File: src/rtl/double_dabble_pkg.sv
// Shared types and constants for the sequential binary-to-BCD converter.
package double_dabble_pkg;

    typedef enum logic {
        REPOSO    = 1'b0,
        CONVIERTE = 1'b1
    } estado_t;

    localparam int ANCHO_DIGITO = 4;

    // Counter must hold the value ANCHO itself, hence ANCHO+1 states.
    function automatic int ancho_contador(input int ancho);
        return $clog2(ancho + 1);
    endfunction

endpackage

File: src/rtl/double_dabble_secuencial_ajuste.sv
// One BCD digit correction step of double dabble: add 3 when the digit is 5 or more.
module ajuste_bcd_digito
    import double_dabble_pkg::*;
(
    input  logic [ANCHO_DIGITO-1:0] digito,
    output logic [ANCHO_DIGITO-1:0] ajustado
);

    always_comb begin
        ajustado = digito;
        if (digito >= 4'd5) begin
            ajustado = digito + 4'd3;
        end
    end

endmodule

File: src/rtl/double_dabble_secuencial.sv
// Iterative binary-to-BCD converter: one operand bit per clock, start/done handshake,
// result truncated to DIGITOS digits with an overflow flag.
module double_dabble_secuencial
    import double_dabble_pkg::*;
#(
    parameter int ANCHO   = 8,
    parameter int DIGITOS = 3
) (
    input  logic                           clk,
    input  logic                           rst_n,
    input  logic                           inicio,
    input  logic [ANCHO-1:0]               X,
    output logic                           ocupado,
    output logic                           listo,
    output logic [ANCHO_DIGITO*DIGITOS-1:0] BCD,
    output logic                           desbordamiento
);

    localparam int ANCHO_BCD = ANCHO_DIGITO * DIGITOS;
    localparam int ANCHO_CNT = ancho_contador(ANCHO);

    estado_t              estado;
    estado_t              estado_sig;
    logic                 listo_sig;
    logic                 acepta;
    logic                 ultima;
    logic [ANCHO_CNT-1:0] contador;
    logic [ANCHO-1:0]     operando;
    logic [ANCHO_BCD-1:0] trabajo;
    logic [ANCHO_BCD-1:0] ajustado;
    logic [ANCHO_BCD-1:0] trabajo_sig;
    logic                 acumulador;
    logic                 bit_sale;

    for (genvar g = 0; g < DIGITOS; g++) begin : g_ajuste
        ajuste_bcd_digito u_ajuste (
            .digito   (trabajo[g*ANCHO_DIGITO +: ANCHO_DIGITO]),
            .ajustado (ajustado[g*ANCHO_DIGITO +: ANCHO_DIGITO])
        );
    end

    // The top bit of the corrected top digit is dropped from the work register;
    // any 1 leaving there means the operand does not fit in DIGITOS digits.
    assign bit_sale    = ajustado[ANCHO_BCD-1];
    assign trabajo_sig = {ajustado[ANCHO_BCD-2:0], operando[ANCHO-1]};

    always_comb begin
        estado_sig = estado;
        listo_sig  = 1'b0;
        acepta     = 1'b0;
        ultima     = 1'b0;
        case (estado)
            REPOSO: begin
                if (inicio) begin
                    acepta     = 1'b1;
                    estado_sig = CONVIERTE;
                end
            end
            CONVIERTE: begin
                if (contador == ANCHO_CNT'(1)) begin
                    ultima     = 1'b1;
                    listo_sig  = 1'b1;
                    estado_sig = REPOSO;
                end
            end
            default: estado_sig = REPOSO;
        endcase
    end

    always_ff @(posedge clk or negedge rst_n) begin
        if (!rst_n) begin
            estado <= REPOSO;
            listo  <= 1'b0;
        end else begin
            estado <= estado_sig;
            listo  <= listo_sig;
        end
    end

    assign ocupado = (estado == CONVIERTE);

    always_ff @(posedge clk or negedge rst_n) begin
        if (!rst_n) begin
            contador       <= '0;
            operando       <= '0;
            trabajo        <= '0;
            acumulador     <= 1'b0;
            BCD            <= '0;
            desbordamiento <= 1'b0;
        end else if (acepta) begin
            contador   <= ANCHO_CNT'(ANCHO);
            operando   <= X;
            trabajo    <= '0;
            acumulador <= 1'b0;
        end else if (estado == CONVIERTE) begin
            contador   <= contador - ANCHO_CNT'(1);
            operando   <= {operando[ANCHO-2:0], 1'b0};
            trabajo    <= trabajo_sig;
            acumulador <= acumulador | bit_sale;
            // Outputs only ever take the finished value, never an intermediate one.
            if (ultima) begin
                BCD            <= trabajo_sig;
                desbordamiento <= acumulador | bit_sale;
            end
        end
    end

endmodule

File: config.mk
export PLATFORM = sky130hd
export DESIGN_NAME = double_dabble_secuencial
export DESIGN_NICKNAME = d
export VERILOG_FILES = /design/src/rtl/double_dabble_pkg.sv /design/src/rtl/double_dabble_secuencial_ajuste.sv /design/src/rtl/double_dabble_secuencial.sv
export SDC_FILE = /design/constraint.sdc
export NUM_CORES = 1
export LEC_CHECK = 0
export CAP_MARGIN = 15
export CORE_ASPECT_RATIO = 1.25
export CORE_MARGIN = 4
export CORE_UTILIZATION = 39
export DETAILED_ROUTE_END_ITERATION = 10
export PLACE_DENSITY = 0.63
export SLEW_MARGIN = 30
export SYNTH_ARGS = -nofsm -noshare
export SYNTH_HDL_FRONTEND = slang
export SYNTH_SLANG_ARGS = --single-unit
File: constraint.sdc
create_clock -name clk -period 2.4 [get_ports clk]
set_clock_uncertainty 0.15 [all_clocks]
set_input_delay 0.48 -clock clk [delete_from_list [all_inputs] [get_ports clk]]
set_output_delay 0.48 -clock clk [all_outputs]
set_load 0.02 [all_outputs]
==> summary by stage, run 1 <==
Clock network
The TritonCTS clock tree is built. The post-cts gate resize count is 0. CTS placed an instance of sky130_fd_sc_hd__clkbuf_8 at the clock tree root.

The number of buffers inserted by post-CTS setup repair is 0. The clock drives 40 sinks. The latest clock arrival within the worst-skew pair is 0.29 ns. The deepest level of the CTS H-tree is 2. Hold repair after CTS inserted 0 buffers. The longest clock path from root to sink contains 2 buffers. After clock tree synthesis, the clock-pin slew on the worst setup and hold paths is 0.07 ns. The number of clock buffers added by TritonCTS is 5.

Floorplanning
The overall die width is 70.3 um. The boundary pin count is 26. The total area inside the core boundary comes to 4730 um^2. Row generation in the floorplan step produced 28 rows. The overall die area is 6040 um^2. The die is 85.9 um tall. The starting density of the core is 40.1%.

Finish
The fraction of layout cells with a size suffix above 1 is 9.39%. Fill cells in the final layout number 463. The layout-stage area growth over the synthesis result is 21.3%. The count of antenna diodes in the layout is 0. The count of nets after finishing is 232. Summing all multi-input logic gate instances after layout gives 806 um^2.

Across the whole layout, storage elements account for 1000 um^2.

Drt
The count of TritonRoute iterations in the first routing pass is 4. Dividing the detail-routed wire length by the instance count gives 13.2 um. The via density per instance is 4.97. In the routed design, unresolved DRC markers number 0. In this run, the number of DRC markers left after iteration 0 of detailed routing was 65.

In this run the remaining antenna-violating nets after routing total 0. The routed layout has 1,357 vias. The final routed wirelength across all metal layers is 3.61 mm.

Timing
Setup repair after global routing left no endpoint under its margin. For the finished layout, the period the worst path requires is 1.95 ns. The worst slew margin relative to its limit is 66.3%. The max-slew violation count was 0. On the final layout, the worst hold slack is 0.0890 ns.

The worst-margin pin slew is 0.505 ns. The hold violation count in the final report is 0. The share of the clock period used by the worst path is 81.1%. The highest achievable clock rate is 514 MHz. Setup violations remaining at the end of the flow were counted as 0. The worst path meets setup with 0.453 ns of slack. For the final routed database, the setup TNS stands at 0 ns.

Setup path
Of all nets on the critical path, the largest fanout is 4. The worst setup path is launched from a register. The cell count of the worst reg-to-reg path is 6. The worst stage delay on the critical path is 0.62 ns. Among all stages on the critical path, the largest delay is contributed by sky130_fd_sc_hd__clkdlybuf4s50_1. Data arrives at the worst endpoint at 1.32 ns. For the worst setup path, the data required time is 1.77 ns. The kind of end point of the critical path is an output port. The buffer and inverter count on the worst path is 1.

The worst register-to-register path begins at trabajo[8]. The signal on the critical path passes through clkdlybuf4s50_1. The critical path is of the reg -> out type. The worst register-to-register path ends at trabajo[10]. The worst register-to-register path has a setup slack of 0.60 ns.

The kind of cell adding the most delay to the critical path is buffers and inverters.

Place
The post-placement worst setup slack is 0.593 ns. At the end of routability-driven placement, the weighted congestion stood at 0.780. The half-perimeter wire length after detailed placement is 2.55 mm. The number of port buffers is 25.

Outcome
The run finished with clean final reports.

Pwr
Summing internal, switching and leakage power gives 3120 uW. The power density over the cells is 1360 nW/um^2. Summed over all cells, the static leakage comes to 0.00107 uW. The peak supply drop is 0.485 mV. In this run, flip-flops and latches consume 38.5% of the power. Net switching is 39.3% of the power.

In this run, the clock network consumes 13.3% of the power. The internal power is 1890 uW. For this design the total switching power over the nets is 1220 uW. Of the total power, combinational logic draws 48.2%.

GRT
Global routing used 13.7% of the available tracks across all layers. The number of global-route vias before repair was 1,457. The pin count of the biggest net entering global routing is 41. The wire length of the first global-routing pass is 6.56 mm.

Global routing finished with a remaining overflow of 0. The number of antenna violations at the first check in global routing is 0.

Yosys
The number of warnings issued by yosys is 0. The per-instance average area after synthesis is 10.4 um^2. The fraction of the yosys area taken by sequential cells is 52.8%. Synthesis handed over a netlist of 182 instances.

The mapped cell area is 1890 um^2. The post-synthesis register bit count is 40. The number of nets in the synthesized netlist is 201. After synthesis, the netlist uses 30 different library cells.

Flow run
Max-cap violations in this run came to 0.

Worst hold path
The worst hold path belongs to the class in -> async.
-- cells in the mapped netlist --
master	instances	area share, %
sky130_fd_sc_hd__buf_1	1	0.20
sky130_fd_sc_hd__nor2_1	10	2.0
sky130_fd_sc_hd__or3_1	1	0.33
sky130_fd_sc_hd__o21ai_0	18	4.8
sky130_fd_sc_hd__nand2_1	27	5.4
sky130_fd_sc_hd__dfrtp_1	40	53
sky130_fd_sc_hd__nand2b_1	3	0.99
sky130_fd_sc_hd__a21o_1	2	0.79
sky130_fd_sc_hd__a31oi_1	3	0.99
sky130_fd_sc_hd__mux2i_1	12	6.3
sky130_fd_sc_hd__inv_1	13	2.6
sky130_fd_sc_hd__mux2_1	1	0.59
sky130_fd_sc_hd__a21oi_1	10	2.6
sky130_fd_sc_hd__o22ai_1	3	0.99
sky130_fd_sc_hd__nor3_1	2	0.53
sky130_fd_sc_hd__a22o_1	4	1.8
sky130_fd_sc_hd__buf_6	1	0.59
sky130_fd_sc_hd__mux2_2	5	3.0
sky130_fd_sc_hd__o22a_1	1	0.46
sky130_fd_sc_hd__xnor2_1	3	1.4
sky130_fd_sc_hd__inv_4	1	0.33
sky130_fd_sc_hd__ha_1	8	5.3
sky130_fd_sc_hd__clkbuf_1	2	0.40
sky130_fd_sc_hd__nand3_1	2	0.53
sky130_fd_sc_hd__o21bai_1	1	0.40
sky130_fd_sc_hd__o31ai_1	2	0.79
sky130_fd_sc_hd__nor2b_4	1	0.73
sky130_fd_sc_hd__nand3b_4	1	1.1
sky130_fd_sc_hd__buf_2	2	0.53
sky130_fd_sc_hd__nor3b_1	2	0.79
-- power by group through the flow --
| stage | logic, uW | clock network (uW) | registers [uW] |
|---|---|---|---|
| final | 1500 | 414 | 1200 |
| after floorplan | 916 | 0 | 1310 |
| after global routing | 1690 | 458 | 1250 |
| after CTS | 1530 | 436 | 1200 |
| after global placement | 1490 | 0 | 1200 |
| after detailed placement | 1520 | 0 | 1210 |
-- metrics by stage --
| step | instance area, um^2 | std cells | utilization, % |
|---|---|---|---|
| 2_1_floorplan | 1890 | 182 | - |
| 5_1_grt | 2300 | 273 | 48.6 |
| 3_3_place_gp | 2220 | 266 | 46.9 |
| 3_5_place_dp | 2220 | 266 | 46.9 |
| 4_1_cts | 2300 | 273 | 48.6 |
| 6_report | 2300 | 273 | 48.6 |
-- layout by cell type, fill, tap and decap left out, drive strengths merged --
| cell type | count |
|---|---|
| ha | 8 |
| nor2 | 10 |
| nand3b | 1 |
| nand2 | 27 |
| mux2i | 12 |
| a22o | 4 |
| nor2b | 1 |
| o31ai | 2 |
| clkdlybuf4s50 | 24 |
| nor3b | 2 |
| clkinv | 1 |
| clkbuf | 6 |
| buf | 6 |
| nand3 | 2 |
| o21ai | 18 |
| mux2 | 6 |
| nor3 | 2 |
| inv | 14 |
| dfrtp | 40 |
| a31oi | 3 |
| o21bai | 1 |
| xnor2 | 3 |
| or3 | 1 |
| o22a | 1 |
| o22ai | 3 |
| a21o | 2 |
| nand2b | 3 |
| a21oi | 10 |
-- worst max-delay path by stage --
stage / from / depth (start not counted) / endpoint / slack (ns)
after floorplan: trabajo[8] / 6 / trabajo[10] / 0.75
after global placement: trabajo[8] / 6 / BCD[10] / 0.62
after detailed placement: inicio / 4 / acumulador / 0.59
after CTS: ocupado / 1 / ocupado / 0.43
after global routing: ocupado / 1 / ocupado / 0.38
final: ocupado / 1 / ocupado / 0.45
-- state kept, by name, summed over array words and instances (netlist names) --
name,cells
BCD,12
operando,8
desbordamiento,1
ocupado,1
trabajo,12
contador,4
listo,1
acumulador,1
-- per-layer routing --
layer	share of wire (%)	vias up	GRT usage [%]	routed length, um
met5	0	-	0	0
met4	1.3	0	4.70	48
met3	3.3	5	3.52	120
met2	51	23	24.1	1840
met1	44	649	16.0	1600
li1	-	680	-	-
-- cell families (layout without fill, tap and decap cells) --
group	count (synthesis)	count (layout)	share of synthesized area (%)
and+or+nand+nor	49	49	12.3
AOI/OAI and AO/OA	44	44	13.7
DFF	40	40	52.8
buffers and inverters	20	51	4.62
muxes	18	18	9.91
adders and majority gates	8	8	5.28
xor gates and xnor gates	3	3	1.39
-- layout make-up --
class | instances | area share (%)
Sequential cell | 40 | 43.6
Multi-Input combinational cell | 122 | 35.1
Timing Repair Buffer | 30 | 12.3
Tap cell | 60 | 3.27
Clock buffer | 6 | 3.16
Inverter | 14 | 2.40
Clock inverter | 1 | 0.218
No activity file was read; power rests on OpenSTA's default activity.
==> inputs of run 2 (changes only) <==
==> constraint.sdc (replaced) <==
create_clock -name clk -period 1.92 [get_ports clk]
set_clock_uncertainty 0.15 [all_clocks]
set_input_delay 0.384 -clock clk [delete_from_list [all_inputs] [get_ports clk]]
set_output_delay 0.384 -clock clk [all_outputs]
set_load 0.02 [all_outputs]
==> summary by stage, run 2 (synthesis gave the netlist of run 1 again) <==
Drt
The DRC marker count from the first detailed-route iteration came to 45 (was 65). The remaining number of nets flagged by the antenna check after routing is 0 (unchanged). The count of TritonRoute iterations in the first routing pass is 4 (unchanged). The final routed wirelength across all metal layers came to 3.54 mm (was 3.61 mm). The total vias in the final route is 1,383 (was 1,357). The via density per instance is 5.03 (was 4.97). The routed wirelength normalized by instance count is 12.9 um (was 13.2 um). The post-route DRC violation count is 0 (unchanged).

Setup path
The type of the setup path with the least slack is reg -> out (unchanged). The worst setup path startpoint is BCD[5] (was ocupado). The library cell contributing the largest single delay on the critical path is sky130_fd_sc_hd__clkdlybuf4s50_1 (unchanged). The timing endpoint of the critical path is BCD[5] (was ocupado). The number of logic stages on the critical path including buffering came to 1 (unchanged). The worst stage delay on the critical path came to 0.61 ns (was 0.62 ns). Chain of cells forming the critical path: clkdlybuf4s50_1 (unchanged). The endpoint required time on the critical path is 1.39 ns (was 1.77 ns). The startpoint of the most critical register-to-register path is trabajo[8] (unchanged). The setup slack of the worst register-to-register path is 0.14 ns (was 0.60 ns). The maximum fanout count along the critical path is 2 (was 4). The critical path launch point type was a register (unchanged). The kind of end point of the critical path is an output port (unchanged). The data arrival time of the critical path is 1.25 ns (was 1.32 ns).

The worst reg2reg path endpoint is BCD[10] (was trabajo[10]). The buffer and inverter count on the worst path is 1 (unchanged). The cell count of the worst reg-to-reg path is 6 (unchanged).

The kind of cell adding the most delay to the critical path is buffers and inverters (unchanged).

Timing
The max-slew violation count is 0 (unchanged). The worst-margin pin slew is 0.426 ns (was 0.505 ns). The number of setup violations in the final report came to 0 (unchanged).

The final total negative setup slack is 0 ns (unchanged). The highest achievable clock rate is 559 MHz. The time the final worst path needs with I/O delays and setup is 1.79 ns. Setup repair after global routing missed its margin: no (unchanged).

The final hold slack is 0.325 ns (was 0.0890 ns). The share of the clock period used by the worst path is 93.1%. The worst slew margin relative to its limit was 71.6% (was 66.3%).

The hold violation count in the final report was 0 (unchanged).

Clock network
The clock sink count is 40 (unchanged). The cell at the root of the clock tree is sky130_fd_sc_hd__clkbuf_8 (unchanged). The TritonCTS clock tree is built (unchanged).

The clock-pin slew of the registers on the worst-case setup and hold paths was 0.07 ns (about the same). The latest clock arrival within the worst-skew pair was 0.28 ns (was 0.29 ns). The buffer levels on the longest clock path came to 2 (unchanged). The number of buffers inserted by post-CTS setup repair is 0 (unchanged).

The number of buffers added by the clock tree synthesis step is 5 (unchanged). The deepest level of the CTS H-tree is 2 (unchanged).

Finish
Commonest cells after routing, fill and taps aside: 40 x sky130_fd_sc_hd__dfrtp_1, 27 x sky130_fd_sc_hd__nand2_1, 23 x sky130_fd_sc_hd__clkdlybuf4s50_1, 18 x sky130_fd_sc_hd__o21ai_0, 13 x sky130_fd_sc_hd__inv_1 (was 40 x sky130_fd_sc_hd__dfrtp_1, 27 x sky130_fd_sc_hd__nand2_1, 24 x sky130_fd_sc_hd__clkdlybuf4s50_1, 18 x sky130_fd_sc_hd__o21ai_0, 13 x sky130_fd_sc_hd__inv_1). Largest registers: BCD: 12 flops, trabajo: 12 flops, operando: 8 flops (unchanged). The non-filler instance count after layout came to 275 (was 273). The register cell area after layout is 1000 um^2 (unchanged). The fill cell total of the finished layout is 451 (was 463).

The count of antenna diodes in the layout is 0 (unchanged). The count of nets after finishing was 233 (was 232). The layout-stage area growth over the synthesis result is 23.2% (was 21.3%).

The footprint of the multi-input gates is 806 um^2 (unchanged). The design area came to 2330 um^2 (was 2300 um^2). The fraction of layout cells with a size suffix above 1 is 9.30% (was 9.39%). The most common cell after layout, fill and taps aside is sky130_fd_sc_hd__dfrtp_1 (unchanged).

Pwr
The leakage power summed over all cells is 0.00108 uW (was 0.00107 uW). The peak supply drop is 0.594 mV (was 0.485 mV). The combinational cell fraction of total power is 47.6% (was 48.2%).

The net switching power figure came to 1510 uW (was 1220 uW). The clock network fraction of design power is 14.4% (was 13.3%). The switching share of total power is 38.5% (was 39.3%).

The fraction of power consumed by sequential logic is 38.0% (was 38.5%). The power density over the cells is 1680 nW/um^2 (was 1360 nW/um^2). The total power of the final layout is 3920 uW (was 3120 uW).

The internal power is 2410 uW (was 1890 uW).

GRT
The total routing resource utilization after global routing is 13.0% (was 13.7%). The number of global-route vias before repair is 1,401 (was 1,457). The number of antenna violations at the first check in global routing is 0 (unchanged).

The pin count of the biggest net entering global routing is 24 (was 41). The residual overflow from global routing is 0 (unchanged). The wire length of the first global-routing pass came to 6.21 mm (was 6.56 mm).

Outcome
Run status: finished clean (unchanged).

Place
The count of placed standard cells including taps was 266 (unchanged). The number of port buffers was 25 (unchanged). The instance area after placement came to 2230 um^2 (was 2220 um^2).

The global placer's final weighted congestion was 0.766 (was 0.780). The half-perimeter wire length after detailed placement is 2.57 mm (was 2.55 mm).

Flow run
The max-cap check violation count came to 0 (unchanged).

Floorplanning
The overall die area is 6040 um^2 (unchanged). The overall die width came to 70.3 um (unchanged). The starting density of the core came to 40.1% (unchanged).

The placement row count is 28 (unchanged). The core footprint is 4730 um^2 (unchanged). The boundary pin count is 26 (unchanged). The height of the die is 85.9 um (unchanged).

Worst hold path
The kind of path behind the tightest hold check is reg -> reg (was in -> async).
==> run 2: cell count changes in the layout (fill, tap and decap cells not counted) <==
cell | previous run | this run
sky130_fd_sc_hd__buf_12 | 0 | 1
sky130_fd_sc_hd__buf_4 | 5 | 4
sky130_fd_sc_hd__clkinv_2 | 1 | 0
sky130_fd_sc_hd__clkbuf_8 | 5 | 6
sky130_fd_sc_hd__clkbuf_1 | 1 | 2
sky130_fd_sc_hd__clkdlybuf4s50_1 | 24 | 23
sky130_fd_sc_hd__dlymetal6s2s_1 | 0 | 1
sky130_fd_sc_hd__dlygate4sd3_1 | 0 | 1
==> run 2: layer usage <==
metal	GRT usage [%]	vias to the layer above	wire length, um	part of all wire [%]
met5	0	-	0	0
met4	5.23	0	57	1.6
met3	4.57	5	165	4.7
met2	22.6	27	1730	49
met1	14.4	663	1590	45
li1	-	688	-	-
==> run 2: through the flow <==
| stage | setup slack (ns) | utilization (%) |
|---|---|---|
| 4_1_cts | 0.0281 | 49.3 |
| 2_1_floorplan | 0.273 | - |
| 3_3_place_gp | 0.196 | 47.2 |
| 6_report | 0.132 | 49.4 |
| 5_1_grt | 0.0275 | 49.4 |
| 3_5_place_dp | 0.140 | 47.2 |
==> run 2: repair_timing <==
| item | in CTS | in global routing |
|---|---|---|
| gates resized for setup | 0 | 1 |
| hold buffers | 1 | 0 |
| hold endpoints to repair | 17 | 0 |
| endpoints found under the setup margin | 0 | 1 |
==> run 2: worst min-delay path by stage <==
stage            start      end  slack (ns)  cells after the start
2_1_floorplan    rst_n   BCD[0]       -0.06                      0
3_5_place_dp     rst_n   BCD[1]        0.20                      1
4_1_cts         BCD[0]   BCD[0]        0.34                      2
3_3_place_gp     rst_n   BCD[1]        0.21                      1
6_report        BCD[0]   BCD[0]        0.32                      2
5_1_grt        BCD[10]  BCD[10]        0.36                      2
==> run 2: power by group through the flow <==
stage | sequential [uW] | clock (uW) | combinational, uW
6_report | 1490 | 566 | 1870
5_1_grt | 1550 | 626 | 2110
4_1_cts | 1500 | 592 | 1900
3_5_place_dp | 1510 | 0 | 1890
3_3_place_gp | 1500 | 0 | 1850
2_1_floorplan | 1640 | 0 | 1140
==> run 2: layout make-up <==
| cell class | instances | share of cell area [%] |
|---|---|---|
| flip-flops and latches | 40 | 42.9 |
| multi-input cells | 122 | 34.5 |
| repair buffers | 31 | 13.2 |
| clock buffers | 8 | 3.86 |
| well taps | 60 | 3.22 |
| inverters | 14 | 2.36 |
